--- src/rtl/traffic_phase_ctrl.sv ---
// traffic_phase_ctrl: multi-way traffic-light phase controller.
// Optional flash mode is built when FLASH_MODE_EN is defined.
module traffic_phase_ctrl #(
   parameter int NUM_WAYS     = 3,
   parameter int PRESCALE_MAX = 15,
   parameter int TIMER_W      = 6,
   parameter int GREEN_TIME   = 20,
   parameter int AMBER_TIME   = 3,
   parameter int ALLRED_TIME  = 1
) (
   input  logic                clk,
   input  logic                rst_n,
   input  logic                enable,
   input  logic                sync_clr,
   input  logic [NUM_WAYS-1:0] req,
`ifdef FLASH_MODE_EN
   input  logic                flash_req,
`endif
   output logic [NUM_WAYS-1:0] green,
   output logic [NUM_WAYS-1:0] amber,
   output logic [NUM_WAYS-1:0] red,
   output logic [1:0]          active_way,
   output logic                tick,
   output logic                phase_start
);

   localparam int PW =
      (PRESCALE_MAX > 0) ? $clog2(PRESCALE_MAX + 1) : 1;
   localparam logic [PW-1:0] P_MAX = PW'(PRESCALE_MAX);
   localparam logic [TIMER_W-1:0] T_GREEN =
      TIMER_W'(GREEN_TIME - 1);
   localparam logic [TIMER_W-1:0] T_AMBER =
      TIMER_W'(AMBER_TIME - 1);
   localparam logic [TIMER_W-1:0] T_ALLRED =
      TIMER_W'(ALLRED_TIME - 1);
   localparam logic [NUM_WAYS-1:0] WAY0 = NUM_WAYS'(1);

   typedef enum logic [1:0] {
      S_GREEN  = 2'd0,
      S_AMBER  = 2'd1,
      S_ALLRED = 2'd2
`ifdef FLASH_MODE_EN
      , S_FLASH = 2'd3
`endif
   } state_t;

   state_t               state_q, state_d;
   logic [TIMER_W-1:0]   timer_q, timer_d;
   logic [1:0]           active_q, active_d;
   logic [PW-1:0]        presc_q;
   logic [NUM_WAYS-1:0]  req_lat_q, req_lat_d;
   logic [NUM_WAYS-1:0]  clr_mask, lat_sh;
   logic [NUM_WAYS-1:0]  green_d, amber_d, red_d;
   logic [1:0]           sel;
   logic                 found, other_dem, enter;
   int                   rr_idx;
`ifdef FLASH_MODE_EN
   logic                 flash_on_q, flash_on_d;
   logic                 flash_exit_q, flash_exit_d;
`endif

   function automatic logic [NUM_WAYS-1:0] way_oh(
      input logic [1:0] w
   );
      way_oh = WAY0 << w;
   endfunction

   assign tick = enable && !sync_clr && (presc_q == P_MAX);
   assign active_way = active_q;
   assign other_dem = |(req_lat_q & ~way_oh(active_q));

   // Prescaler: free-running tick source, held when disabled
   always_ff @(posedge clk or negedge rst_n) begin
      if (!rst_n) begin
         presc_q <= '0;
      end else if (sync_clr) begin
         presc_q <= '0;
      end else if (enable) begin
         presc_q <= (presc_q == P_MAX) ? '0 : presc_q + PW'(1);
      end
   end

   // Round-robin pick of the next way with latched demand
   always_comb begin
      sel = 2'((int'(active_q) + 1) % NUM_WAYS);
      found = 1'b0;
      rr_idx = 0;
      lat_sh = '0;
      for (int k = 1; k <= NUM_WAYS; k++) begin
         rr_idx = (int'(active_q) + k) % NUM_WAYS;
         lat_sh = req_lat_q >> rr_idx;
         if (!found && lat_sh[0]) begin
            sel = 2'(rr_idx);
            found = 1'b1;
         end
      end
   end

   // Next-state, timer, way and lamp decode
   always_comb begin
      state_d  = state_q;
      timer_d  = timer_q;
      active_d = active_q;
      enter    = 1'b0;
      clr_mask = '0;
`ifdef FLASH_MODE_EN
      flash_on_d   = flash_on_q;
      flash_exit_d = flash_exit_q;
`endif
      if (tick) begin
         case (state_q)
            S_GREEN: begin
               if (timer_q != '0) begin
                  timer_d = timer_q - TIMER_W'(1);
               end else if (other_dem) begin
                  state_d = S_AMBER;
                  timer_d = T_AMBER;
                  enter   = 1'b1;
               end
            end
            S_AMBER: begin
               if (timer_q != '0) begin
                  timer_d = timer_q - TIMER_W'(1);
               end else begin
                  state_d = S_ALLRED;
                  timer_d = T_ALLRED;
                  enter   = 1'b1;
               end
            end
            S_ALLRED: begin
               if (timer_q != '0) begin
                  timer_d = timer_q - TIMER_W'(1);
`ifdef FLASH_MODE_EN
               end else if (flash_req) begin
                  state_d    = S_FLASH;
                  flash_on_d = 1'b1;
                  enter      = 1'b1;
               end else begin
                  state_d      = S_GREEN;
                  timer_d      = T_GREEN;
                  active_d     = flash_exit_q ? 2'd0 : sel;
                  flash_exit_d = 1'b0;
                  clr_mask     = way_oh(active_d);
                  enter        = 1'b1;
               end
            end
            S_FLASH: begin
               if (!flash_req) begin
                  state_d      = S_ALLRED;
                  timer_d      = T_ALLRED;
                  flash_on_d   = 1'b0;
                  flash_exit_d = 1'b1;
                  enter        = 1'b1;
               end else begin
                  flash_on_d = ~flash_on_q;
               end
            end
`else
               end else begin
                  state_d  = S_GREEN;
                  timer_d  = T_GREEN;
                  active_d = sel;
                  clr_mask = way_oh(sel);
                  enter    = 1'b1;
               end
            end
`endif
            default: state_d = S_GREEN;
         endcase
      end
      req_lat_d = (req_lat_q | req) & ~clr_mask;
      green_d = '0;
      amber_d = '0;
      red_d   = '1;
      case (state_d)
         S_GREEN: begin
            green_d = way_oh(active_d);
            red_d   = ~way_oh(active_d);
         end
         S_AMBER: begin
            amber_d = way_oh(active_d);
            red_d   = ~way_oh(active_d);
         end
`ifdef FLASH_MODE_EN
         S_FLASH: begin
            red_d   = '0;
            amber_d = {NUM_WAYS{flash_on_d}};
         end
`endif
         default: red_d = '1;
      endcase
   end

   // Phase state, demand latch and registered lamps
   always_ff @(posedge clk or negedge rst_n) begin
      if (!rst_n) begin
         state_q     <= S_GREEN;
         timer_q     <= T_GREEN;
         active_q    <= 2'd0;
         req_lat_q   <= '0;
         phase_start <= 1'b0;
         green       <= WAY0;
         amber       <= '0;
         red         <= ~WAY0;
`ifdef FLASH_MODE_EN
         flash_on_q   <= 1'b0;
         flash_exit_q <= 1'b0;
`endif
      end else if (sync_clr) begin
         state_q     <= S_GREEN;
         timer_q     <= T_GREEN;
         active_q    <= 2'd0;
         req_lat_q   <= '0;
         phase_start <= 1'b0;
         green       <= WAY0;
         amber       <= '0;
         red         <= ~WAY0;
`ifdef FLASH_MODE_EN
         flash_on_q   <= 1'b0;
         flash_exit_q <= 1'b0;
`endif
      end else begin
         state_q     <= state_d;
         timer_q     <= timer_d;
         active_q    <= active_d;
         req_lat_q   <= req_lat_d;
         phase_start <= enter;
         green       <= green_d;
         amber       <= amber_d;
         red         <= red_d;
`ifdef FLASH_MODE_EN
         flash_on_q   <= flash_on_d;
         flash_exit_q <= flash_exit_d;
`endif
      end
   end

endmodule
--- config.mk ---
export PLATFORM = sky130hd
export DESIGN_NAME = traffic_phase_ctrl
export DESIGN_NICKNAME = d
export VERILOG_FILES = /design/src/rtl/traffic_phase_ctrl.sv
export SDC_FILE = /design/constraint.sdc
export NUM_CORES = 1
export LEC_CHECK = 0
export CAP_MARGIN = 10
export CORE_MARGIN = 1
export CORE_UTILIZATION = 55
export CTS_CLUSTER_SIZE = 8
export DETAILED_ROUTE_END_ITERATION = 12
export HOLD_SLACK_MARGIN = 0.05
export PLACE_DENSITY = 0.83
export SYNTH_ARGS = -nofsm -noshare
export SYNTH_HDL_FRONTEND = slang
export SYNTH_SLANG_ARGS = --single-unit
--- constraint.sdc ---
create_clock -name clk -period 6.8 [get_ports clk]
set_input_delay 1.36 -clock clk [delete_from_list [all_inputs] [get_ports clk]]
set_output_delay 1.36 -clock clk [all_outputs]
set_load 0.005 [all_outputs]
After elaboration in Yosys (flattened, before gate mapping)
Index checks and enable logic that the tools add are counted.

operators by class
  add/sub/neg operators = 5
  divide/modulo/power cells = 3
  eq/ne operators = 5
  shifts and indexed selects = 6
  multiplexer cells = 41
  bitwise gates (word level) = 6
  reductions and logical operators = 17

operator list
  cell                                                     count
  remainder unit 32 x 3 -> 32 bit (second input constant)  3
  >> shifter 3 x 32 -> 1 bit                               3
  two-way mux 6 bit                                        6
  two-way mux 3 bit                                        10
  two-way mux 2 bit                                        12
  case mux 6 bit (3 select lines)                          1
  two-way mux 4 bit                                        3
  NOT 3 bit                                                3
  left shift 1 x 2 -> 3 bit (first input constant)         3
  two-way mux 1 bit                                        7
  adder 2 x 2 -> 3 bit (second input constant)             2
  AND 3 bit                                                2
  case mux 2 bit (3 select lines)                          1
  nonzero test 6 bit                                       1
  subtractor 6 x 1 -> 6 bit (second input constant)        1
  adder 4 x 1 -> 4 bit (second input constant)             1
  == test 2 x 1 -> 1 bit (second input constant)           2
  == test 4 bit (second input constant)                    1
  logical AND 1 bit                                        4
  zero test 2 bit                                          2
  inequality test 4 bit (second input constant)            1
  nonzero test 2 bit                                       2
  nonzero test 4 bit                                       1
  OR reduction 2 bit                                       2
  7 further kinds                                          9

storage, ports and cells
  flip-flop bits (word level) = 27
  logic and storage cells = 92

Logic depth before layout (Yosys ltp)
Gate-level depths: netlist of run 1.

  depth after elaboration = 17
  mapped depth = 12
  mapped depth without buffers = 12

Worst setup path before layout of run 1
No wires, ideal clock.

  path type = input -> output
  start = in sync_clr
  end = out tick
  arrival = 1.894 ns
  data required time = 5.440 ns
  setup slack = 3.546 ns
  cell stages on the path = 2
  path buffers = 0
  cells stage by stage = or3b_1 inv_1

on the way
  cells in the longest elaborated chain, start to end = 3

RTL lines
  what                             line  RTL
  start, declared                  14    input logic sync_clr,
  zero test 1 bit                  68    assign tick = enable && !sync_clr && (presc_q == P_MAX);
  logical AND 1 bit (2 in series)  68
  end, declared                    23    output logic tick,

No other way between the ends.

Worst setup path in the final report of run 1
Same ends and word-level chain as after synthesis.

==> results of run 1 <==
## worst min path at each step
| stage | from | endpoint | slack (ns) | depth (start not counted) |
|---|---|---|---|---|
| floorplan | timer_q[5] | timer_q[5] | 0.49 | 1 |
| global placement | timer_q[5] | timer_q[5] | 0.51 | 1 |
| detailed placement | timer_q[3] | timer_q[3] | 0.53 | 1 |
| CTS | timer_q[3] | timer_q[3] | 0.55 | 1 |
| global route | timer_q[3] | timer_q[3] | 0.58 | 1 |
| finish | timer_q[3] | timer_q[3] | 0.55 | 1 |
## layout make-up
cell class | count | area share, %
clock inverter | 1 | 0.249
clock buffer | 3 | 1.12
tap | 44 | 2.74
sequential | 27 | 34.0
multi-input combinational | 144 | 49.6
inverter | 13 | 2.43
timing repair buffer | 20 | 9.84
## worst register-to-register path, stage by stage, from the launching register on
cell and delay, ns:
dfrtp_1 0.53, inv_1 0.15, ha_1 0.39, inv_1 0.14, nand3_1 0.11, ha_1 0.30
nand3b_1 0.17, a21oi_1 0.22, a32oi_1 0.12, mux2i_1 0.36, a21o_1 0.29, a31oi_1 0.12
## registers in the layout, summed over array words and instances (netlist names)
register     count
timer_q          6
presc_q          4
red              3
state_q          2
active_way       2
phase_start      1
green            3
req_lat_q        3
amber            3
## report_power, final
| part | internal [mW] | leakage, nW | switching, mW |
|---|---|---|---|
| registers | 0.165 | 0.350 | 0.00372 |
| clock network | 0.0221 | 0.0177 | 0.0473 |
| logic | 0.0190 | 0.503 | 0.0225 |
| total | 0.206 | 0.871 | 0.0735 |
## synthesized netlist by cell type (all sizes together), types with 3 or more instances
| cell | n | area share [%] |
|---|---|---|
| or3 | 4 | 1.4 |
| a21oi | 13 | 3.7 |
| mux2 | 3 | 2.1 |
| nor3 | 12 | 3.4 |
| inv | 13 | 2.8 |
| nand2b | 5 | 1.8 |
| dfrtp | 21 | 30 |
| nand2 | 10 | 2.1 |
| nand4b | 3 | 1.5 |
| nor2 | 21 | 4.5 |
| o21ai | 7 | 2.0 |
| ha | 16 | 11 |
| mux2i | 5 | 2.9 |
| a211o | 3 | 1.5 |
| dfstp | 6 | 9.0 |
| nor2b | 5 | 1.8 |
## cells by family after synthesis
| group | synth area share (%) |
|---|---|
| simple gates | 21.9 |
| xor+xnor | 0.502 |
| fa+ha+maj | 11.5 |
| mux | 5.01 |
| compound gates | 18.2 |
| flops | 39.1 |
| buf+inv | 3.80 |
## cells in the final DEF, fill, tap and decap left out, drive strengths merged, types with 2 or more instances in the layout
cell type      count
clkdlybuf4s50     19
o21ai              7
nor2b              5
inv               13
dfrtp             21
nor3              12
and2               2
dfstp              6
a311oi             2
a211o              3
o31ai              2
nand2             10
nand4              2
nor2              21
mux2               3
o21a               2
o22ai              2
nand2b             5
clkbuf             3
a31oi              2
nand4b             3
a21oi             13
mux2i              5
a31o               2
nand3              2
ha                16
or3                4
and3               2
## layer usage
layer / global-route usage, % / up-vias
met3: 3.52 / 8
met5: 0 / -
met2: 40.9 / 40
li1: - / 716
met1: 31.3 / 722
met4: 7.48 / 0
==> impl_metrics.json, run 1 <==
{
  "hold_viol_final": 0,
  "viasPerCell": 5.90,
  "wl_met2_um": 1820,
  "overflow": 0,
  "ys_types": 48,
  "hpwl_um": 2680,
  "area_delta_synth_final_pct": 15.0,
  "min_period_ns": 4.83,
  "place_ws_ns": 1.99,
  "hp-class": "reg2reg",
  "start_util_pct": 57.7,
  "r2r_slack_ns": 3.76,
  "antenna_found_initial": 0,
  "r2r-start": "active_way[1]",
  "routed.top_layer": "met4",
  "multi_input_area_sq_um": 997,
  "yosysSeqAreaShare_pct": 39.1,
  "cts.sinks": 27,
  "grt_pass1_wl_um": 6310,
  "ff_latch_area_sq_um": 683,
  "fillers": 237,
  "crit_top_cell": "clkdlybuf4s50_1",
  "finClkSkew_ns": 0.00783,
  "relSlewSlack_pct": 47.4,
  "fin_util_pct": 66.4,
  "numCtsBuffers": 3,
  "critPathMaxFanout": 24,
  "drt_first_pass_iters": 4,
  "crit_required_ns": 5.44,
  "worst_slack_ns": 1.97,
  "wirelength_um": 3650,
  "cts_setup_buffers": 0,
  "wl_per_cell_um": 14.5,
  "crit_buf_inv": 3,
  "htree_levels": 1,
  "grt_pass1_vias": 1440,
  "cap_violations": 0,
  "finalSetupTns_ns": 0,
  "final_cell_count_no_fill": 252,
  "worst_hold_slack_ns": 0.552,
  "drive_gt1_share_pct": 8.17,
  "wl_met3_um": 155,
  "slowest_delay_ns": 0.81,
  "cts_tree": "built",
  "dp.cells": 248,
  "cts.path.max_buffers": 2,
  "avgSynthCellArea_sq_um": 9.29,
  "yosysWarnings": 0,
  "synth-main-ff-cell": "dfrtp_1",
  "fmax_mhz": 207,
  "antenna_left": 0,
  "cts_root_buffer": "clkbuf_4",
  "r2r_cells": 11,
  "status": "finished clean",
  "cp_top_family": "buffers and inverters",
  "clk_latency_ns": 0.33,
  "critPathKind": "in2out",
  "power_per_cell_area_nw_per_um2": 139,
  "p_leak_nw": 0.871,
  "worstSetupStartpoint": "sync_clr",
  "drt-met1-wl_um": 1620,
  "route.detailed.drc": 0,
  "port_buffers": 19,
  "syn_nets": 211,
  "synth_edf_count": 0,
  "ys_ff_latch": 27,
  "fp.dieW_um": 58.4,
  "slowest_stage": "clkdlybuf4s50_1",
  "drt_iter0_drc": 63,
  "grt_setup_unrepaired": "false",
  "critPathArrivalTime_ns": 3.47,
  "crit_chain": "clkdlybuf4s50_1, or3b_1, inv_1, clkdlybuf4s50_1",
  "num_rows": 20,
  "gp_congestion": 0.942,
  "finalCritPeriodShare_pct": 71.0,
  "dr_total_vias": 1486,
  "p_total_uw": 280,
  "cts.repair.resized": 0,
  "io_pins": 20,
  "num_antenna_cells": 0,
  "path_depth": 4,
  "postSynthCellCount": 188,
  "peakVddDrop_mv": 0.149,
  "grt_max_degree": 28,
  "dieArea_sq_um": 3410,
  "clk_pin_slew_ns": 0.14,
  "placed_cell_area_sq_um": 1980,
  "hold_buffers": 0,
  "setup.worst_path.end_class": "output port",
  "critPathCapture": "tick",
  "fin_area_sq_um": 2010,
  "worst_slew_pin_slew_ns": 0.786,
  "r2r_end": "red[0]",
  "crit_path_start_kind": "primary input",
  "grt_usage_pct": 23.8,
  "die_height_um": 58.4,
  "layout.nets": 232,
  "finalMaxSlewViolations": 0,
  "async_flop_share_pct": 100,
  "setup_viol": 0,
  "synth_area_sq_um": 1750,
  "coreArea_sq_um": 3030
}
Power figures use the tool's default switching activity.
==> run 2, diff against run 1 <==
--- a/config.mk
+++ b/config.mk
@@ -7,11 +7,11 @@
 export LEC_CHECK = 0
 export CAP_MARGIN = 10
 export CORE_MARGIN = 1
-export CORE_UTILIZATION = 55
+export CORE_UTILIZATION = 50
 export CTS_CLUSTER_SIZE = 8
 export DETAILED_ROUTE_END_ITERATION = 12
 export HOLD_SLACK_MARGIN = 0.05
-export PLACE_DENSITY = 0.83
+export PLACE_DENSITY = 0.8
 export SYNTH_ARGS = -nofsm -noshare
 export SYNTH_HDL_FRONTEND = slang
 export SYNTH_SLANG_ARGS = --single-unit
==> constraint.sdc (replaced) <==
create_clock -name clk -period 3.96 [get_ports clk]
set_input_delay 0.792 -clock clk [delete_from_list [all_inputs] [get_ports clk]]
set_output_delay 0.792 -clock clk [all_outputs]
set_load 0.005 [all_outputs]
==> run 2 against run 1 <==
Effect of this change: total power increased by 74%; core utilization decreased by 5.3 points; via count decreased by 2.6%; flip-flop and latch count unchanged; setup slack got worse by 1.3 ns; register-to-register slack got worse by 2.8 ns; critical path type unchanged; largest cell class unchanged; largest power group unchanged.
==> impl_metrics.json, run 2 (same netlist as run 1, synthesis figures left out) <==
{
  "fmax_mhz": 307,
  "worst_slew_pin_slew_ns": 0.564,
  "antenna_left": 0,
  "critPathArrivalTime_ns": 2.47,
  "grt_setup_unrepaired": "false",
  "clk_latency_ns": 0.33,
  "grt_usage_pct": 20.0,
  "min_period_ns": 3.26,
  "overflow": 0,
  "finalCritPeriodShare_pct": 82.3,
  "comb_power_share_pct": 15.2,
  "p_sw_uw": 131,
  "htree_levels": 1,
  "num_rows": 21,
  "r2r_end": "amber[2]",
  "worst_hold_slack_ns": 0.552,
  "gp_congestion": 0.869,
  "area_delta_synth_final_pct": 16.6,
  "dieArea_sq_um": 3730,
  "p_leak_nw": 0.879,
  "power_per_cell_area_nw_per_um2": 239,
  "worstSetupStartpoint": "enable",
  "port_buffers": 19,
  "p_int_uw": 357,
  "p_sw_share_pct": 26.8,
  "setup.worst_path.end_class": "output port",
  "finalMaxSlewViolations": 0,
  "cts.path.max_buffers": 2,
  "num_antenna_cells": 0,
  "cts.sinks": 27,
  "clk_pin_slew_ns": 0.15,
  "coreArea_sq_um": 3340,
  "r2r_cells": 11,
  "fp.dieW_um": 61.1,
  "layout.nets": 234,
  "hold_buffers": 0,
  "numCtsBuffers": 3,
  "finClkSkew_ns": 0.00403,
  "die_height_um": 61.1,
  "r2r-start": "active_way[1]",
  "dr_total_vias": 1447,
  "largest_reg_flops": 6,
  "wl_per_cell_um": 14.0,
  "hold_viol_final": 0,
  "grt_pass1_vias": 1223,
  "relSlewSlack_pct": 62.4,
  "io_pins": 20,
  "viasPerCell": 5.65,
  "p_total_uw": 487,
  "start_util_pct": 52.3,
  "power.share.clock_pct": 25.3,
  "cts.repair.resized": 0,
  "route.detailed.drc": 0,
  "r2r_slack_ns": 0.93,
  "worst_slack_ns": 0.700,
  "setup_viol": 0,
  "peakVddDrop_mv": 0.193,
  "drive_gt1_share_pct": 9.05,
  "status": "finished clean",
  "critPathCapture": "tick",
  "drt_first_pass_iters": 4,
  "cts_root_buffer": "clkbuf_4",
  "hp-class": "reg2reg",
  "final_cell_count_no_fill": 256,
  "critPathMaxFanout": 6,
  "dp.cells": 251,
  "cts_setup_buffers": 0,
  "cap_violations": 0,
  "antenna_found_initial": 0,
  "hpwl_um": 2580,
  "wirelength_um": 3590,
  "regMostFlops": "timer_q",
  "grt_max_degree": 27,
  "layout_common_cells": "nor2_1, dfrtp_1, clkdlybuf4s50_1, ha_1",
  "crit_required_ns": 3.17,
  "crit_path_start_kind": "primary input",
  "power_frac_seq_pct": 59.5,
  "cts_tree": "built",
  "grt_pass1_wl_um": 5440,
  "critPathKind": "in2out",
  "drt_iter0_drc": 88,
  "reg_top3": "timer_q (6), presc_q (4)",
  "finalSetupTns_ns": 0,
  "place_ws_ns": 0.719
}
run 2: stage by stage:
stage / util, % / area [sq um]
after floorplan: - / 1750
after global placement: 59.7 / 1990
after detailed placement: 59.7 / 1990
after CTS: 60.6 / 2020
after global routing: 61.0 / 2040
final: 61.0 / 2040
run 2: worst min path at each step:
| stage | slack [ns] | start | to | depth (start not counted) |
|---|---|---|---|---|
| 2_1_floorplan | 0.49 | timer_q[5] | timer_q[5] | 1 |
| 3_3_place_gp | 0.52 | timer_q[5] | timer_q[5] | 1 |
| 3_5_place_dp | 0.52 | timer_q[5] | timer_q[5] | 1 |
| 4_1_cts | 0.55 | timer_q[3] | timer_q[3] | 1 |
| 5_1_grt | 0.58 | timer_q[5] | timer_q[5] | 1 |
| 6_report | 0.55 | timer_q[3] | timer_q[3] | 1 |
run 2: power by group through the flow:
stage	Sequential, mW	Combinational, mW	Clock, mW
global placement	0.295	0.0708	0
floorplan	0.293	0.0447	0
global route	0.291	0.0828	0.138
detailed placement	0.295	0.0721	0
finish	0.290	0.0741	0.123
CTS	0.290	0.0724	0.127
run 2: final cells by class:
cell class                      count  area (sq um)
Fill cell                         281          1300
Multi-Input combinational cell    144           997
Sequential cell                    27           683
Timing Repair Buffer               22           220
Tap cell                           46          57.6
Inverter                           13          48.8
Clock buffer                        3          22.5
Clock inverter                      1          7.51
run 2: worst max-delay path: stages:
cell and delay (ns):
clkdlybuf4s50_1 0.56, or3b_1 0.47, inv_1 0.14, clkdlybuf4s50_1 0.50
run 2: layer usage:
metal  global-route usage, %  vias up  part of all wire, %
met2                    30.7       36                   44
met1                    27.4      679                   50
li1                        -      728                    -
met5                       0        -                    0
met4                    4.55        0                 0.70
met3                    6.72        4                  5.7
==> run 3, diff against run 2 <==
==> constraint.sdc (replaced) <==
create_clock -name clk -period 2.8 [get_ports clk]
set_input_delay 0.56 -clock clk [delete_from_list [all_inputs] [get_ports clk]]
set_output_delay 0.56 -clock clk [all_outputs]
set_load 0.005 [all_outputs]
==> run 3 against run 2 <==
Effect of this change: clock skew increased by 0.017 ns; combinational power rose by 42%; sequential share of layout area decreased by 1.1 points; setup slack worse by 0.56 ns; count of clock-buffer cells in the layout up 1; sequential power rose by 41%; critical endpoint is now amber[1]; highest routed layer unchanged.
==> impl_metrics.json, run 3 (same netlist as run 1, synthesis figures left out) <==
{
  "reg_top3": "timer_q (6), presc_q (4)",
  "io_pins": 20,
  "r2r-start": "active_way[1]",
  "cts_tree": "built",
  "crit_required_ns": 3.04,
  "num_antenna_cells": 0,
  "cts.path.max_buffers": 2,
  "worst_slew_pin_slew_ns": 0.365,
  "relSlewSlack_pct": 75.6,
  "antenna_found_initial": 0,
  "r2r_slack_ns": 0.14,
  "hp-class": "reg2reg",
  "port_buffers": 19,
  "wl_met2_um": 1540,
  "finClkSkew_ns": 0.0209,
  "layout.nets": 243,
  "placed_cell_area_sq_um": 2040,
  "viasPerCell": 5.52,
  "fp.dieW_um": 61.1,
  "gp_congestion": 0.906,
  "finalCritPeriodShare_pct": 95.2,
  "critPathCapture": "amber[1]",
  "crit_path_start_kind": "flip-flop",
  "clk_latency_ns": 0.33,
  "cts.sinks": 27,
  "p_total_uw": 681,
  "critPathMaxFanout": 6,
  "place_ws_ns": 0.112,
  "drive_gt1_share_pct": 14.2,
  "setup_viol": 0,
  "power_per_cell_area_nw_per_um2": 323,
  "fmax_mhz": 375,
  "antenna_left": 0,
  "setup.worst_path.end_class": "flip-flop",
  "grt_pass1_vias": 1249,
  "critPathArrivalTime_ns": 2.90,
  "die_height_um": 61.1,
  "numCtsBuffers": 3,
  "hpwl_um": 2530,
  "cts_root_buffer": "clkbuf_4",
  "worstSetupStartpoint": "active_way[1]",
  "hold_viol_final": 0,
  "finalSetupTns_ns": 0,
  "r2r_end": "amber[1]",
  "clk_pin_slew_ns": 0.15,
  "dr_total_vias": 1463,
  "drt_first_pass_iters": 4,
  "status": "finished clean",
  "finalMaxSlewViolations": 0,
  "p_leak_nw": 0.923,
  "fin_area_sq_um": 2110,
  "peakVddDrop_mv": 0.252,
  "dieArea_sq_um": 3730,
  "drt-met1-wl_um": 1780,
  "drt_iter0_drc": 66,
  "area_delta_synth_final_pct": 20.6,
  "routed.top_layer": "met4",
  "htree_levels": 1,
  "min_period_ns": 2.66,
  "wl_met3_um": 168,
  "layout_common_cells": "nor2_1, dfrtp_1, clkdlybuf4s50_1, ha_1, a21oi_1",
  "r2r_cells": 11,
  "num_rows": 21,
  "grt_usage_pct": 20.8,
  "coreArea_sq_um": 3340,
  "largest_reg_flops": 6,
  "wirelength_um": 3530,
  "grt_max_degree": 28,
  "regMostFlops": "timer_q",
  "grt_pass1_wl_um": 5710,
  "cap_violations": 0,
  "overflow": 0,
  "worst_slack_ns": 0.135,
  "route.detailed.drc": 0,
  "wl_per_cell_um": 13.3,
  "start_util_pct": 52.3,
  "critPathKind": "reg2reg"
}
[run 3: cell count changes in the layout (fill, tap and decap cells not counted), sizes merged]
cell	before	now
buf	3	12
clkbuf	3	4
clkinvlp	1	0
[run 3: worst min path at each step]
stage          cells after the start  startpoint             to
4_1_cts                            1  timer_q[3]     timer_q[3]
3_5_place_dp                       1  timer_q[5]     timer_q[5]
2_1_floorplan                      0       rst_n  active_way[0]
6_report                           1  timer_q[3]     timer_q[3]
5_1_grt                            1  timer_q[3]     timer_q[3]
3_3_place_gp                       1  timer_q[3]     timer_q[3]
[run 3: through the flow]
step	hold WS (ns)	util, %	std cells
after floorplan	0.264	-	188
after global placement	0.520	61.3	258
after detailed placement	0.519	61.3	258
after CTS	0.547	62.1	262
after global routing	0.600	63.1	265
final	0.550	63.1	265
[run 3: timing repair]
item / 4_1_cts / 5_1_grt
buffers inserted: 0 / 3
resized for setup: 0 / 5
endpoints found under the setup margin: 0 / 8
hold buffers: 0 / 0
[run 3: layout make-up]
| cell class | instances | area [sq um] |
|---|---|---|
| fillers | 274 | 1230 |
| multi-input cells | 144 | 1010 |
| flip-flops and latches | 27 | 683 |
| repair buffers | 31 | 280 |
| well taps | 46 | 57.6 |
| inverters | 13 | 48.8 |
| clock buffers | 4 | 26.3 |
[run 3: critical path: stages (launching register included)]
cell	delay, ns
dfrtp_1	0.42
inv_1	0.13
ha_1	0.28
inv_1	0.11
nand3_1	0.08
ha_1	0.29
nand3b_1	0.19
a21oi_1	0.21
a22oi_1	0.11
a31o_4	0.27
mux2_4	0.30
nor3_1	0.20
[run 3: routing by layer]
metal  track usage, %  vias up
met5                0        -
met4             4.87        0
met3             4.83        5
met2             29.8       34
met1             31.6      684
li1                 -      740
[run 3: report_power, final]
part	switching [mW]	internal, mW	leakage (nW)
clock network	0.110	0.0559	0.0150
logic	0.0552	0.0498	0.558
registers	0.00902	0.400	0.350
==> edit 1: new RTL, flow settings as in run 3 <==
Set the parameter `NUM_WAYS` to 6 (it was 3).
--- a/src/rtl/traffic_phase_ctrl.sv
+++ b/src/rtl/traffic_phase_ctrl.sv
@@ -1,7 +1,7 @@
 // traffic_phase_ctrl: multi-way traffic-light phase controller.
 // Optional flash mode is built when FLASH_MODE_EN is defined.
 module traffic_phase_ctrl #(
-   parameter int NUM_WAYS     = 3,
+   parameter int NUM_WAYS     = 6,
    parameter int PRESCALE_MAX = 15,
    parameter int TIMER_W      = 6,
    parameter int GREEN_TIME   = 20,
Interface: changed (resized amber, green, red and req); port bits go from 20 to 32. The function was not compared with the original's and may differ.
==> edit 1 against run 3 <==
  * Sequential cell count rose by 6
  * Wire length is 45% higher
  * First-iteration DRC count grew to 3.2 times the old value
  * Synthesized area is 24% higher
  * Setup slack lost 28 ps
  * Design area grew 28%
  * Core utilization up 2.9 points
  * Total power increased by 68%
  * Critical path type unchanged
  * Highest routed layer unchanged
==> edit 1: results (changes against run 3) <==
\begin{tabular}{lr}
\hline
Metric & Value \\
\hline
\multicolumn{2}{l}{\textbf{Placed design}} \\
\quad Gp weighted congestion & 1.03 (+14\%) \\
\multicolumn{2}{l}{\textbf{Synthesis}} \\
\quad Adder-Cell Fraction of Synth Area & 7.54\% (-3.9 points) \\
\quad Multiplexer share of the synthesized area & 6.20\% (+1.2 points) \\
\quad Synthesized-area fraction occupied by xor and xnor cells & 1.62\% (+1.1 points) \\
\quad Number of different library cells in the post-synthesis netlist & 62 (+29\%) \\
\quad Ranking of synthesized cells by area & dfrtp\_1 (30\%), dfstp\_2 (8.5\%), ha\_1 (7.5\%) \\
\quad Compound-Gate Fraction of Synth Area & 20.2\% (+2.0 points) \\
\multicolumn{2}{l}{\textbf{STA}} \\
\quad Worst clock skew & 6.51 ps (-14.4 ps) \\
\multicolumn{2}{l}{\textbf{Routing}} \\
\quad Wirelength per Cell & 15.6 um (+17\%) \\
\quad DR vias/cell & 6.02 (+9.1\%) \\
\quad Initial DRC Count & 209 (+220\%) \\
\multicolumn{2}{l}{\textbf{Worst setup path}} \\
\quad Launch instance of the worst register-to-register path & active\_way[0] \\
\quad Critical R2R Capture & red[2] \\
\quad CP Max Fanout & 7 (+1) \\
\quad Depth of the most critical reg-to-reg path & 9 (-2) \\
\quad Biggest cell delay along the critical path & 460 ps (+40 ps) \\
\multicolumn{2}{l}{\textbf{Outcome}} \\
\quad Outcome & finished clean \\
\multicolumn{2}{l}{\textbf{Pwr}} \\
\quad Portion of total power attributed to combinational logic & 14.2\% (-1.2 points) \\
\quad Cell leakage power & 1.19 nW (+29\%) \\
\quad Part of the power in registers & 43.9\% (-16 points) \\
\quad Internal Pwr Total & 0.000855 W (+69\%) \\
\multicolumn{2}{l}{\textbf{Cells and area}} \\
\quad Fraction of layout instances using a drive strength above 1 & 18.8\% (+4.6 points) \\
\quad Filler instances & 325 (+19\%) \\
\multicolumn{2}{l}{\textbf{Global routing}} \\
\quad Maximum number of pins on one net before global-route repair & 34 (+21\%) \\
\quad Global-route wire length before repair & 7960 um (+39\%) \\
\multicolumn{2}{l}{\textbf{Clock network}} \\
\quad Clock root cell & clkbuf\_8 \\
\quad Number of buffers inserted during clock tree synthesis & 5 (+2) \\
\quad Number of H-tree branching levels & 2 (+1) \\
\hline
\end{tabular}
==> edit 1: final cells by class <==
type / count / area, um^2 / area share, %
clock buffer: 6 / 82.6 / 3.06
clock inverter: 2 / 37.5 / 1.39
inverter: 15 / 56.3 / 2.09
multi-input combinational: 176 / 1220 / 45.3
sequential: 33 / 836 / 31.0
tap: 50 / 62.6 / 2.32
timing repair buffer: 45 / 400 / 14.8
==> edit 1: routing by layer <==
metal | vias up | wire length [um]
met5 | - | 0
met3 | 24 | 326
met2 | 91 | 2330
met4 | 0 | 201
li1 | 911 | -
met1 | 943 | 2250
==> edit 1: worst max-delay path, delay by kind of cell (launching register included) <==
| family | cells | cell delay (ps) |
|---|---|---|
| XOR/XNOR | 1 | 90 |
| flip-flops | 1 | 460 |
| AO/OA/AOI/OAI | 2 | 570 |
| multiplexers | 1 | 340 |
| buffers and inverters | 2 | 370 |
| AND/OR/NAND/NOR | 3 | 800 |
==> edit 1: through the flow <==
stage / cell area, um^2 / setup WS (ps) / hold WS, ps / power (W) / cells
2_1_floorplan: 2170 / 36.1 / 264 / 0.000605 / 237
3_3_place_gp: 2560 / 97.1 / 488 / 0.000665 / 319
3_5_place_dp: 2560 / 29.8 / 507 / 0.000667 / 319
4_1_cts: 2680 / 56.5 / 517 / 0.00115 / 327
5_1_grt: 2700 / 20.0 / 545 / 0.00119 / 327
6_report: 2700 / 107 / 511 / 0.00114 / 327
==> edit 1: kinds of logic after synthesis <==
group	count (synthesis)
AND/OR/NAND/NOR	80
XOR/XNOR	4
buffers and inverters	28
adder cells (fa/ha/maj)	13
AO/OA/AOI/OAI	63
other	2
flip-flops	33
multiplexers	10
==> edit 1: timing repair <==
item                                    4_1_cts  5_1_grt
hold buffers                                  0        0
resized for setup                             1        4
endpoints found under the setup margin        1        5
pin swaps                                     0        2
buffers inserted                              0        0
==> edit 2: new RTL, config.mk and constraints of run 3 <==
Without the edit above. Reset style: synchronous (`rst_n`), changed in 2 clocked blocks.
--- a/src/rtl/traffic_phase_ctrl.sv
+++ b/src/rtl/traffic_phase_ctrl.sv
@@ -70,7 +70,7 @@
    assign other_dem = |(req_lat_q & ~way_oh(active_q));
 
    // Prescaler: free-running tick source, held when disabled
-   always_ff @(posedge clk or negedge rst_n) begin
+   always_ff @(posedge clk) begin
       if (!rst_n) begin
          presc_q <= '0;
       end else if (sync_clr) begin
@@ -192,7 +192,7 @@
    end
 
    // Phase state, demand latch and registered lamps
-   always_ff @(posedge clk or negedge rst_n) begin
+   always_ff @(posedge clk) begin
       if (!rst_n) begin
          state_q     <= S_GREEN;
          timer_q     <= T_GREEN;
Check against the original RTL: no difference found for any inputs over 4 cycles, from zero or initial values and one cycle with rst_n low; that may be too few to reach the edited logic, so the function may still have changed.
==> edit 2 against run 3 <==
  * The flow now finishes with violations (negative setup slack)
  * Sequential cell count unchanged
  * Worst hold slack got worse by 37 ps
  * Synthesized area decreased by 2.7%
  * Setup slack got worse by 150 ps
  * Core utilization increased by 7.5 points
  * Critical path depth decreased by 1
  * Design area increased by 4.9%
  * Final cell count increased by 3.0%
  * Total power decreased by 8.4%
  * Wire length increased by 11%
  * Sequential share of layout area decreased by 7.6 points
  * Critical endpoint is now red[1]
  * Largest cell class unchanged
  * Highest routed layer unchanged
==> edit 2: results (changes against run 3) <==
\begin{tabular}{lr}
\hline
Metric & Value \\
\hline
\multicolumn{2}{l}{\textbf{Worst setup path}} \\
\quad CP Max Fanout & 8 (+2) \\
\quad Biggest cell delay along the critical path & 450 ps (+30 ps) \\
\quad Depth of the most critical reg-to-reg path & 10 (-1) \\
\quad Critical R2R Capture & red[1] \\
\quad Family of cells with the greatest summed delay on the critical path & simple AND/OR/NAND/NOR gates \\
\quad Launch instance of the worst register-to-register path & active\_way[1] \\
\quad CP max stage cell & dfxtp\_4 \\
\multicolumn{2}{l}{\textbf{Cells and area}} \\
\quad Post-route insts no fill & 273 (+3.0\%) \\
\quad Post-layout nets & 254 (+4.5\%) \\
\quad Fraction of layout instances using a drive strength above 1 & 19.7\% (+5.5 points) \\
\quad Filler instances & 257 (-6.2\%) \\
\multicolumn{2}{l}{\textbf{STA}} \\
\quad Transition time at the pin with the least slew margin & 481 ps (+116 ps) \\
\quad Worst-case setup margin in the final layout & -15.8 ps (-151 ps) \\
\quad Worst hold-check slack & 513 ps (-37.1 ps) \\
\quad Worst clock skew & 6.48 ps (-14.4 ps) \\
\quad Aggregate negative setup slack & -15.8 ps (-15.8 ps) \\
\quad Final Setup Violations & 1 (+1) \\
\multicolumn{2}{l}{\textbf{Worst hold path}} \\
\quad Worst Hold End & timer\_q[1] \\
\quad Start point of the worst min-delay path & timer\_q[1] \\
\multicolumn{2}{l}{\textbf{Pwr}} \\
\quad Cell leakage power & 0.829 nW (-10\%) \\
\multicolumn{2}{l}{\textbf{Synthesis}} \\
\quad Top cells by instance count after synthesis & dfxtp\_1 (27), nor2\_1 (25), ha\_1 (17) \\
\quad Number of different library cells in the post-synthesis netlist & 57 (+19\%) \\
\quad Mean instance size in the synthesized netlist & 8.76 um\^{}2 (-5.7\%) \\
\quad Synth Instances & 194 (+3.2\%) \\
\quad Portion of the post-synthesis area used by sequential elements & 31.8\% (-7.3 points) \\
\multicolumn{2}{l}{\textbf{Global routing}} \\
\quad GRT Resource Usage Total & 21.9\% (+1.1 points) \\
\quad Maximum number of pins on one net before global-route repair & 17 (-39\%) \\
\quad Global-route wire length before repair & 6040 um (+5.9\%) \\
\multicolumn{2}{l}{\textbf{Placed design}} \\
\quad Gp weighted congestion & 0.943 (+4.1\%) \\
\quad Post-Place Setup Slack & -75.1 ps (-188 ps) \\
\multicolumn{2}{l}{\textbf{Outcome}} \\
\quad Violated checks & negative setup slack \\
\quad Outcome & finished, violations left \\
\multicolumn{2}{l}{\textbf{Routing}} \\
\quad Initial DRC Count & 101 (+53\%) \\
\quad Count of vias placed by the detailed router & 1583 (+8.2\%) \\
\quad Total wirelength of the detailed-routed design & 3920 um (+11\%) \\
\hline
\end{tabular}
## edit 2: cell count changes in the layout (fill, tap and decap cells not counted), moves of 6 or more
cell / delta
dfxtp_1: +25
dfrtp_1: -21
nor3_1: -8
dfstp_2: -6
## edit 2: kinds of logic (layout without fill, tap and decap cells)
logic type,after synthesis,after routing,synth area share (%)
AOI/OAI and AO/OA,50,51,22.8
buffers and inverters,21,55,5.37
xor gates and xnor gates,3,3,1.55
muxes,4,4,2.43
adders and majority gates,17,17,12.5
and+or+nand+nor,72,72,23.5
DFF,27,27,31.8
## edit 2: area by class of cell
type                            count  area, um^2  share of cell area [%]
Clock buffer                        3        22.5                    1.02
Clock inverter                      1        6.26                   0.283
Inverter                           16        67.6                    3.06
Multi-Input combinational cell    147        1200                    54.1
Sequential cell                    27         548                    24.8
Tap cell                           44        55.1                    2.49
Timing Repair Buffer               35         314                    14.2
## edit 2: timing repair
action | CTS | global route
setup buffers | 5 | 5
pin swaps | 4 | 4
gates cloned | 0 | 1
gates resized for setup | 3 | 16
setup endpoints to repair | 9 | 11
## edit 2: worst max path at each step
stage	startpoint	to	slack, ps	cells after the start
2_1_floorplan	active_way[0]	red[1]	0.7	11
3_3_place_gp	active_way[0]	red[1]	10	12
3_5_place_dp	active_way[0]	red[1]	-80	12
4_1_cts	active_way[1]	amber[1]	-50	10
5_1_grt	active_way[0]	amber[2]	-120	10
6_report	active_way[1]	red[1]	-20	10
## edit 2: stage by stage
step                      total power, W  util [%]  cell area [um^2]
after global routing            0.000643      70.6              2210
after CTS                       0.000626      66.4              2080
final                           0.000623      70.6              2210
after global placement          0.000445      63.8              1990
after detailed placement        0.000448      63.8              1990
after floorplan                 0.000427         -              1740
## edit 2: where the power goes
part           leakage [nW]  internal [W]  switching [W]
registers             0.220      0.000385     0.00000422
clock network        0.0183     0.0000560       0.000122
logic                 0.591     0.0000266      0.0000286
total                 0.829      0.000468       0.000155
## edit 2: worst reg2reg max path: cells and delay by family (launching register included)
family,cells,cell delay (ps)
AO/OA/AOI/OAI,3,690
adder cells (fa/ha/maj),2,440
buffers and inverters,1,70
flip-flops,1,450
multiplexers,1,320
AND/OR/NAND/NOR,3,740
## edit 2: routing by layer
layer	vias up	global-route usage [%]	routed length [um]
li1	781	-	-
met1	761	26.4	1720
met2	34	38.0	2040
met3	7	2.60	94
met4	0	11.3	67
met5	-	0	0
